$ cat src/rtl/fpu_issue_stage.sv
// Operand-issue stage feeding the FP ALU (coprocessor1).
// Holds the FP register file and a busy scoreboard. It accepts instructions over
// valid/ready and registers the operands, op code and destination tag into the
// execute register. ALU results come back on the writeback port.
module fpu_issue_stage #(
    parameter int NREGS  = 32,
    parameter int ADDR_W = 5,
    parameter int DATA_W = 32,
    parameter int OP_W   = 3
) (
    input  logic              clk,
    input  logic              reset,
    input  logic              issue_valid,
    output logic              issue_ready,
    input  logic [ADDR_W-1:0] issue_fs,
    input  logic [ADDR_W-1:0] issue_ft,
    input  logic [ADDR_W-1:0] issue_fd,
    input  logic [OP_W-1:0]   issue_op,
    output logic              ex_valid,
    input  logic              ex_ready,
    output logic [DATA_W-1:0] data1,
    output logic [DATA_W-1:0] data2,
    output logic [OP_W-1:0]   FloatALUop,
    output logic [ADDR_W-1:0] ex_fd,
    input  logic              wb_valid,
    input  logic [ADDR_W-1:0] wb_fd,
    input  logic [DATA_W-1:0] wb_data,
    input  logic [ADDR_W-1:0] dbg_addr,
    output logic [DATA_W-1:0] dbg_data
);

    logic [DATA_W-1:0] reg_file [NREGS];
    logic [NREGS-1:0]  busy_reg;
    logic [NREGS-1:0]  busy_next;
    logic [NREGS-1:0]  wb_hit;
    logic [NREGS-1:0]  ebusy;
    logic              stall;
    logic              fire;
    logic [DATA_W-1:0] operand_a;
    logic [DATA_W-1:0] operand_b;

    // One-hot decode of the writeback target, plus one storage word per register.
    // The register file is reset, so it stays in flops rather than block RAM.
    for (genvar gi = 0; gi < NREGS; gi++) begin : g_regs
        assign wb_hit[gi] = wb_valid && (wb_fd == ADDR_W'(gi));

        // Write the returning ALU result into this register.
        always_ff @(posedge clk or posedge reset) begin
            if (reset) begin
                reg_file[gi] <= '0;
            end else if (wb_hit[gi]) begin
                reg_file[gi] <= wb_data;
            end
        end
    end

    // A register whose result arrives this cycle no longer blocks issue.
    assign ebusy = busy_reg & ~wb_hit;

    // Sources cover RAW hazards. The destination covers WAW hazards.
    assign stall       = ebusy[issue_fs] | ebusy[issue_ft] | ebusy[issue_fd];
    assign issue_ready = ~stall & (~ex_valid | ex_ready);
    assign fire        = issue_valid & issue_ready;

    // Forward same-cycle writeback data around the register file.
    assign operand_a = (wb_valid && (wb_fd == issue_fs)) ? wb_data : reg_file[issue_fs];
    assign operand_b = (wb_valid && (wb_fd == issue_ft)) ? wb_data : reg_file[issue_ft];

    assign dbg_data = reg_file[dbg_addr];

    // Scoreboard update. A new issue to the same register overrides a writeback clear.
    always_comb begin
        busy_next = busy_reg;
        if (wb_valid) begin
            busy_next[wb_fd] = 1'b0;
        end
        if (fire) begin
            busy_next[issue_fd] = 1'b1;
        end
    end

    // Register the scoreboard.
    always_ff @(posedge clk or posedge reset) begin
        if (reset) begin
            busy_reg <= '0;
        end else begin
            busy_reg <= busy_next;
        end
    end

    // Execute pipeline register. Its payload holds while it is stalled or empty.
    always_ff @(posedge clk or posedge reset) begin
        if (reset) begin
            ex_valid   <= 1'b0;
            data1      <= '0;
            data2      <= '0;
            FloatALUop <= '0;
            ex_fd      <= '0;
        end else if (fire) begin
            ex_valid   <= 1'b1;
            data1      <= operand_a;
            data2      <= operand_b;
            FloatALUop <= issue_op;
            ex_fd      <= issue_fd;
        end else if (ex_ready) begin
            ex_valid   <= 1'b0;
        end
    end

endmodule
$ cat config.mk
export PLATFORM = sky130hd
export DESIGN_NAME = fpu_issue_stage
export DESIGN_NICKNAME = d
export VERILOG_FILES = /design/src/rtl/fpu_issue_stage.sv
export SDC_FILE = /design/constraint.sdc
export NUM_CORES = 2
export LEC_CHECK = 0
export ABC_AREA = 1
export BUFFER_PORTS_ARGS = -buffer_cell sky130_fd_sc_hd__clkbuf_2
export CORE_ASPECT_RATIO = 2
export CORE_UTILIZATION = 40
export DETAILED_ROUTE_END_ITERATION = 7
export PLACE_DENSITY_LB_ADDON = 0.05
export SLEW_MARGIN = 25
export SYNTH_ARGS = -nofsm -noshare
export SYNTH_HDL_FRONTEND = slang
export SYNTH_SLANG_ARGS = --single-unit
export TNS_END_PERCENT = 50
$ cat constraint.sdc
create_clock -name clk -period 75.7 [get_ports clk]
set_input_delay 7.57 -clock clk [delete_from_list [all_inputs] [get_ports clk]]
set_output_delay 7.57 -clock clk [all_outputs]
set_load 0.03 [all_outputs]
==> flow_summary.yaml <==
logic_synthesis:
  avgSynthCellArea_um2: 6.974
  synth_top_area_share_pct: 40.51
  synth_area_leaders: "dfrtp_1, o21ai_0, nand2_1, nand3_1, a21oi_1"
  ys_seq_area_share_pct: 40.51
  yosysUniqueCellTypes: 28
  synth_cells: 9999
  syn_area_um2: 69730
  netlist.top_cell.by_area: "dfrtp_1"
  synthesis.nets: 10060
  synth_seq_cells: 1129
  yosysWarnings: 0
sta:
  fin_skew_ns: 0.02995
  finalWorstSetupSlack_ns: 54.24
  slew_violations: 0
  final_hold_viol_count: 0
  fin_worst_hold_slack_ns: 0.4715
  finalSetupViolations: 0
  relSlewSlack_pct: 16.76
  timing.fmax_ghz: 0.04659
  worstMarginPinSlew_ns: 1.235
  period_minus_slack_ns: 21.46
  rsz0062_at_grt: "no"
  fin_crit_sh_pct: 28.35
  finalSetupTns_ns: 0
power:
  leakage_nw: 32.81
  fin_total_pwr_mw: 1.938
  power_density_nw_per_um2: 25.69
  ir_drop_uv: 19.77
worst_setup_path:
  endpoint_kind: "output port"
  setup.worst_path.start_class: "input port"
  slowest_stage: "a32oi_1"
  path_cells: "buf_4 > clkinv_8 > buf_6 > buf_4 > buf_12 > buf_4 > buf_4 > a21oi_1 > o21ai_0 > nand3_1 > a32oi_1 > clkbuf_2"
  timing.critical_path.mode_cell: "buf_4"
  crit_type: "in2out"
  cp.arrival_ns: 13.89
  critical_path.max_fanout: 217
  cpPeakStageDelay_ns: 0.80
  worstPathRequired_ns: 68.13
clock_network:
  ctsResizeCount: 0
  clock-sinks: 1129
  clk_latency_ns: 0.76
  cts_buffer_depth: 3
  cts.reportedPaths.clkPinSlew_ns: 0.06
  h-tree-depth: 3
  postCtsHoldBufs: 0
  cts_made_buffers: 111
  cts_setup_buffers: 0
  cts_tree: "done"
  cts-root-buf: "clkbuf_16"
global_routing:
  globalRouteTotalUtil_pct: 37.44
  grt_first_pass_wirelength_mm: 487.3
  grt_pass1_vias: 69180
  gr-total-overflow: 0
  grt_max_degree: 218
  antenna_found_initial: 35
detailed_routing:
  drt-vias-per-instance: 6.290
  post_drt_wl_per_cell_um: 28.60
  drt_iter0_drc: 9644
  vias: 74300
  ant_nets: 0
  totalWireLength_mm: 337.8
  first_pass_iters: 8
  drc_errors: 0
placement:
  dp_slack_ns: 54.21
  dp.final_hpwl_mm: 198.8
  dpl-instance-area_um2: 71300
  place_inst: 11580
  port-buffer-count: 170
  gp_congestion: 0.9101
cells_and_area:
  design_area_um2: 75440
  drive_gt1_share_pct: 6.110
  largest_register: "reg_file"
  final_common_cell: "o21ai_0"
  final_cells: 11810
  syn_to_final_growth_pct: 8.182
  final_cell_mix: "o21ai_0, nand2_1, dfrtp_1"
  fin_nets: 9470
  post-route-util_pct: 43.55
  largest_reg_flops: 1024
min_path:
  hp-class: "reg2reg"
status:
  outcome: "finished clean"
run:
  maxCapViolCount: 0
floorplanning:
  core_um2: 173200
  row_count: 216
  die_h_um: 592.5
  die_area_um2: 176100
  die_w_um: 297.2
  initial_core_util_pct: 40.25
  io_pins: 171
[final cells by class]
type | count | area, um2
fill | 18000 | 97800
multi-input combinational | 7248 | 35630
sequential | 1129 | 28250
clock buffer | 158 | 3329
tap | 2289 | 2864
timing repair buffer | 337 | 2404
inverter | 578 | 2222
clock inverter | 43 | 668.1
antenna | 29 | 72.57
[power by group]
part           leakage, nW  switching, mW  internal [mW]
registers             14.4         0.0952          0.724
clock network         1.97          0.269          0.362
logic                 16.4          0.342          0.146
[synth_stat cells, drive strengths merged]
library cell and number:
o21ai 2386, nand2 1908, dfrtp 1129, nand3 1053
a21oi 1044, clkbuf 897, inv 573, o211ai 502
nor2 160, buf 147, nand4 104, a31oi 34
a32oi 30, a2bb2oi 8, o221ai 6, o22ai 6
clkinv 5, a221oi 4, nor3 2, and2 1
[critical path, delay by kind of cell]
family	cells	cell delay, ns
simple gates	1	0.15
compound gates	3	1.17
buf+inv	8	4.47
[cells by family (layout without fill, tap and decap cells)]
| logic type | after synthesis | after routing | share of synthesized area, % |
|---|---|---|---|
| other | 0 | 29 | 0 |
| flip-flops | 1129 | 1129 | 40.51 |
| buffers and inverters | 1622 | 1116 | 8.828 |
| AO/OA/AOI/OAI | 4020 | 4020 | 30.98 |
| AND/OR/NAND/NOR | 3228 | 3228 | 19.67 |
[routing by layer]
metal / share of wire [%] / GRT usage (%) / up-vias
met5: 0.026 / 0 / -
met4: 8.5 / 28.25 / 12
met3: 8.4 / 6.241 / 1110
met2: 46 / 61.43 / 4167
met1: 37 / 43.94 / 35580
li1: - / - / 33430
[path summary, 6_finish.rpt]
check / cells past startpoint / end / start / slack, ns
worst max-delay path: 12 / dbg_data[12] / dbg_addr[0] / 54.24
worst min-delay path: 2 / data1[24] / data1[24] / 0.47
worst max register to register: 13 / data2[2] / busy_reg[13] / 72.38
worst min register to register: 2 / data1[24] / data1[24] / 0.47
max in group asynchronous: 6 / reg_file[457] / reset / 65.09
min in group asynchronous: 2 / data1[8] / reset / 6.93
(Power assumes the default switching activity.)
